[config.mk]
export PLATFORM = sky130hd
export DESIGN_NAME = priority_decoder_accumulator_flat
export DESIGN_NICKNAME = d
export VERILOG_FILES = /design/src/rtl/priority_decoder_accumulator_if.sv /design/src/rtl/priority_decoder_accumulator.sv /design/src/flat_wrapper.sv
export SDC_FILE = /design/constraint.sdc
export NUM_CORES = 1
export LEC_CHECK = 0
export CELL_PAD_IN_SITES_DETAIL_PLACEMENT = 1
export CELL_PAD_IN_SITES_GLOBAL_PLACEMENT = 1
export CORE_ASPECT_RATIO = 0.9
export CORE_UTILIZATION = 34
export CTS_CLUSTER_SIZE = 28
export DETAILED_ROUTE_END_ITERATION = 7
export GPL_ROUTABILITY_DRIVEN = 0
export GPL_TIMING_DRIVEN = 0
export PLACE_DENSITY_LB_ADDON = 0.15
export SLEW_MARGIN = 40
export SYNTH_ARGS = -nofsm -noshare
export SYNTH_HDL_FRONTEND = slang
export SYNTH_SLANG_ARGS = --single-unit
[constraint.sdc]
create_clock -name clk -period 2.2 [get_ports clk]
set_input_delay 0.22 -clock clk [delete_from_list [all_inputs] [get_ports clk]]
set_output_delay 0.22 -clock clk [all_outputs]
set_load 0.05 [all_outputs]
[src/rtl/priority_decoder_accumulator_if.sv]
// Index-beat input stream and reconstructed-vector output stream for priority_decoder_accumulator.
// master drives beats and consumes results; slave is the accumulator side.
interface priority_decoder_accumulator_if #(
  parameter int W  = 16,
  parameter int IW = $clog2(W)
);
  logic          in_valid;
  logic          in_ready;
  logic [IW-1:0] in_index;
  logic          in_last;
  logic          out_valid;
  logic          out_ready;
  logic [W-1:0]  out_vec;
  logic [IW:0]   out_count;
  logic          out_dup;
  logic          out_err;

  modport master (
    output in_valid, in_index, in_last, out_ready,
    input  in_ready, out_valid, out_vec, out_count, out_dup, out_err
  );

  modport slave (
    input  in_valid, in_index, in_last, out_ready,
    output in_ready, out_valid, out_vec, out_count, out_dup, out_err
  );
endinterface

[src/rtl/priority_decoder_accumulator.sv]
// Rebuilds a W-bit vector from index beats with distinct-count, duplicate and out-of-range flags; result valid the cycle after the last beat.
// While a result is held, in_ready is 0 until out_ready completes the output handshake.
module priority_decoder_accumulator #(
  parameter int W  = 16,
  parameter int IW = $clog2(W)
) (
  input logic                  clk,
  input logic                  rst,
  priority_decoder_accumulator_if.slave bus
);

  localparam logic [IW:0] W_L = (IW+1)'(W);

  typedef enum logic {COLLECT = 1'b0, HOLD = 1'b1} state_e;

  state_e        state_q, state_d;
  logic [W-1:0]  vec_q, vec_d;
  logic [IW:0]   count_q, count_d;
  logic          dup_q, dup_d;
  logic          err_q, err_d;

  logic          collect;
  logic          hold;
  logic          accept;
  logic          release_out;
  logic          in_range;
  logic          hit;
  logic [W-1:0]  onehot;

  assign collect     = (state_q == COLLECT);
  assign hold        = (state_q == HOLD);
  assign accept      = bus.in_valid && collect;
  assign release_out = hold && bus.out_ready;

  // Out-of-range indices only exist when W is not a power of two.
  assign in_range = ({1'b0, bus.in_index} < W_L);
  assign onehot   = in_range ? ({{(W-1){1'b0}}, 1'b1} << bus.in_index) : '0;
  assign hit      = |(vec_q & onehot);

  always_ff @(posedge clk) begin
    if (rst) begin
      state_q <= COLLECT;
    end else begin
      state_q <= state_d;
    end
  end

  always_comb begin
    state_d = state_q;
    case (state_q)
      COLLECT: if (accept && bus.in_last) state_d = HOLD;
      HOLD:    if (bus.out_ready)         state_d = COLLECT;
      default:                            state_d = COLLECT;
    endcase
  end

  always_comb begin
    bus.in_ready  = collect;
    bus.out_valid = hold;
    bus.out_vec   = vec_q;
    bus.out_count = count_q;
    bus.out_dup   = dup_q;
    bus.out_err   = err_q;
  end

  always_comb begin
    vec_d   = vec_q;
    count_d = count_q;
    dup_d   = dup_q;
    err_d   = err_q;
    if (accept) begin
      if (!in_range) begin
        err_d = 1'b1;
      end else if (hit) begin
        dup_d = 1'b1;
      end else begin
        vec_d   = vec_q | onehot;
        count_d = count_q + (IW+1)'(1);
      end
    end else if (release_out) begin
      vec_d   = '0;
      count_d = '0;
      dup_d   = 1'b0;
      err_d   = 1'b0;
    end
  end

  always_ff @(posedge clk) begin
    if (rst) begin
      vec_q   <= '0;
      count_q <= '0;
      dup_q   <= 1'b0;
      err_q   <= 1'b0;
    end else begin
      vec_q   <= vec_d;
      count_q <= count_d;
      dup_q   <= dup_d;
      err_q   <= err_d;
    end
  end

  // A held result must not move until it has been taken.
  assert property (@(posedge clk) disable iff (rst)
    (hold && !bus.out_ready) |=> $stable({vec_q, count_q, dup_q, err_q}));

  assert property (@(posedge clk) disable iff (rst) count_q <= W_L);

endmodule

[src/flat_wrapper.sv]
// flat-port wrapper written by rule: the top's interface ports become plain ports
module priority_decoder_accumulator_flat 
#(
  parameter int W  = 16,
  parameter int IW = $clog2(W)
)
  (clk, rst, bus_in_valid, bus_in_index, bus_in_last, bus_out_ready, bus_in_ready, bus_out_valid, bus_out_vec, bus_out_count, bus_out_dup, bus_out_err);
  priority_decoder_accumulator_if #(.W(W), .IW(IW)) bus_i ();
  input logic clk;
  input logic rst;
  input wire logic [$bits(bus_i.in_valid)-1:0] bus_in_valid;
  input wire logic [$bits(bus_i.in_index)-1:0] bus_in_index;
  input wire logic [$bits(bus_i.in_last)-1:0] bus_in_last;
  input wire logic [$bits(bus_i.out_ready)-1:0] bus_out_ready;
  output wire logic [$bits(bus_i.in_ready)-1:0] bus_in_ready;
  output wire logic [$bits(bus_i.out_valid)-1:0] bus_out_valid;
  output wire logic [$bits(bus_i.out_vec)-1:0] bus_out_vec;
  output wire logic [$bits(bus_i.out_count)-1:0] bus_out_count;
  output wire logic [$bits(bus_i.out_dup)-1:0] bus_out_dup;
  output wire logic [$bits(bus_i.out_err)-1:0] bus_out_err;
  assign bus_i.in_valid = bus_in_valid;
  assign bus_i.in_index = bus_in_index;
  assign bus_i.in_last = bus_in_last;
  assign bus_i.out_ready = bus_out_ready;
  assign bus_in_ready = bus_i.in_ready;
  assign bus_out_valid = bus_i.out_valid;
  assign bus_out_vec = bus_i.out_vec;
  assign bus_out_count = bus_i.out_count;
  assign bus_out_dup = bus_i.out_dup;
  assign bus_out_err = bus_i.out_err;
  priority_decoder_accumulator #(.W(W), .IW(IW)) u_core (.clk(clk), .rst(rst), .bus(bus_i));
endmodule
==> results.json <==
{
  "seq_area_frac_synth": 0.400,
  "placement_rows": 19,
  "dpl-instance-area_um2": 1510,
  "cts_htree_levels": 1,
  "worst_path_most_repeated_cell": "buf_6",
  "area_share_of_the_largest_cell_type_after_synthesis": 0.400,
  "io-pin-count": 34,
  "path_max_fanout": 9,
  "cpLargestDelayFamily": "compound AO/OA/AOI/OAI gates",
  "totalWireLength_um": 3310,
  "critPathBufInv": 2,
  "critPathRequiredTime_ps": 2410,
  "largest_net_degree_at_the_start_of_global_routing": 14,
  "worst_ep_arrival_time_ps": 2230,
  "rsz0062_at_grt": "false",
  "dr.first_iter.drc_count": 33,
  "tns_ps": 0,
  "layoutNonFillerInstCount": 200,
  "worst_pin_slew_ps": 695,
  "detail_routed_net_length_per_standard_cell_um": 16.6,
  "max-vdd-ir-drop_mv": 0.334,
  "synth_to_layout_area_growth_pct": 42.7,
  "grt_antenna_before_repair": 0,
  "cts_inserted_buffers": 3,
  "globalRoute.totalOverflow": 0,
  "tritoncts_clock_tree": "yes",
  "power_leakage_nw": 0.610,
  "timing.slew.headroom": 0.536,
  "setup_violations": 0,
  "achievable-frequency_mhz": 495,
  "finalWorstPathRequiredPeriod_ps": 2020,
  "grt_first_pass_wirelength_um": 5380,
  "run_status": "finished, final reports clean",
  "synth.avg_cell_area_um2": 9.68,
  "floorplan.initialDensity": 0.367,
  "cts_num_sinks": 23,
  "drv.max_cap_violation_count": 0,
  "final_cell_utilization_of_the_core": 0.524,
  "clkTransAtPathRegs_ps": 80,
  "layout_worst_path_cycle_share": 0.919,
  "die_area_um2": 3630,
  "synth-edff-count": 0,
  "synth.lib_cells_used.distinct": 39,
  "number_of_port_buffers": 30,
  "gr-usage-all-layers": 0.196,
  "drt_pre_antenna_iters": 4,
  "critical-path-slowest-cell": "a2111o_1",
  "finish.instance_area_um2": 1640,
  "synth_area_um2": 1150,
  "power.density_nw_per_um2": 539,
  "clockRootBuffer": "clkbuf_8",
  "nets": 169,
  "fill_cells": 368,
  "hpwl_um": 2350,
  "clock-skew-final_ps": 1.70,
  "layout-drive-gt1-share": 0.158,
  "post_drt_via_cell_ratio": 5.57,
  "ys_dominant_reg_cell": "dfxtp_1",
  "num_antenna_cells": 0,
  "yosys_warnings": 0,
  "critPathLaunchType": "register",
  "place.detailed.instances": 191,
  "cell_types_occupying_the_most_area_after_synthesis": "dfxtp_1 40%, a32o_1 12%, nand3_1 3.5%",
  "design.core.area_um2": 3140,
  "critical_path.endpoint_type": "register",
  "synth.ff_latch_count": 23,
  "path_class": "register to register",
  "syn-num-nets": 129,
  "first_global_vias": 1108,
  "layout_commonest_cell": "clkdlybuf4s50_1",
  "synth_top_cell_by_area": "dfxtp_1",
  "drtAntennaViolNets": 0,
  "most_used_cells_in_the_layout_excluding_fill_and_tap_cells": "28 x clkdlybuf4s50_1, 21 x dfxtp_1, 14 x a32o_1",
  "slew_violations": 0,
  "critical-path-max-stage-delay_ps": 400,
  "die-width_um": 63.4,
  "cp_cell_sequence": "mux2_2 > a221o_1 > a2111o_1 > buf_6 > nor3_4 > buf_6 > a32o_1",
  "die_height_um": 57.2,
  "longest_clk_path_bufs": 2,
  "synthesis.instances": 119,
  "drt_drc_violations_left": 0,
  "worst_skew_pair.late_latency_ps": 270,
  "report.final.hold_viol_count": 0,
  "hp-class": "register to register",
  "asr_flop_ratio_synth": 0,
  "post_cts_hold_buffer_count": 0,
  "route.vias.total": 1114
}
==> layout make-up <==
class / instances / area [um2] / area share
inverter: 1 / 3.75 / 0.00228
sequential: 23 / 463 / 0.282
buffer: 9 / 62.6 / 0.0381
multi-input combinational: 86 / 668 / 0.406
clock buffer: 3 / 41.3 / 0.0251
tap: 42 / 52.6 / 0.0320
timing repair buffer: 35 / 348 / 0.212
clock inverter: 1 / 5.00 / 0.00304
==> cells in the mapped netlist (3+ instances only) <==
library cell  number
nor2b_1            5
nor2_1             7
nand2_1            4
buf_2              3
a32o_1            14
o211ai_1           5
clkbuf_1           4
nand3_1            8
and2_1             4
nor3b_1            3
dfxtp_1           23
a21oi_1            5
==> layer usage <==
metal,wire [um],up-vias,GRT usage
li1,-,541,-
met1,1670,537,0.279
met2,1440,29,0.290
met3,143,7,0.0400
met4,60,0,0.0779
met5,0,-,0
==> worst register-to-register path, delay by kind of cell (launching register included) <==
family | cells | cell delay, ps
buf+inv | 2 | 310
simple gates | 1 | 160
compound gates | 3 | 900
flops | 1 | 330
mux | 1 | 270
==> per-stage QoR <==
step | total power, mW | worst slack (ps) | hold slack, ps
floorplan | 0.554 | 55.5 | 377
global placement | 0.609 | -618 | 444
detailed placement | 0.611 | -682 | 454
CTS | 0.888 | -3.84 | 466
global route | 0.932 | 140 | 496
finish | 0.886 | 179 | 462
==> path summary, 6_finish.rpt <==
kind	from	end	slack, ps	cells after the start
setup / recovery	u_core.bus.out_vec[3]	u_core.bus.out_vec[5]	180	7
hold / removal	u_core.bus.out_dup	u_core.bus.out_dup	460	2
hold reg to reg	u_core.bus.out_dup	u_core.bus.out_dup	460	2
setup reg to reg	u_core.bus.out_vec[3]	u_core.bus.out_vec[5]	180	7
==> power by group <==
group	leakage, nW	internal (mW)	switching [mW]
registers	0.187	0.427	0.00972
clock network	0.0255	0.127	0.142
logic	0.397	0.0672	0.114
==> logic make-up after synthesis <==
logic type	share of synthesized area
and+or+nand+nor	0.240
AOI/OAI and AO/OA	0.237
DFF	0.400
buffers and inverters	0.0456
muxes	0.0565
adders and majority gates	0.0109
other	0.00325
xor gates and xnor gates	0.00760
==> timing repair <==
action | 4_1_cts | 5_1_grt
gates resized for setup | 8 | 8
buffers inserted | 3 | 1
pin swaps | 3 | 2
setup endpoints to repair | 22 | 21
gates cloned | 0 | 1
==> sequential cells by signal, summed over array words and instances (netlist names) <==
signal / count
u_core.bus.out_valid: 1
u_core.bus.out_count: 5
u_core.bus.out_dup: 1
u_core.bus.out_vec: 16
Power figures use the tool's default switching activity.
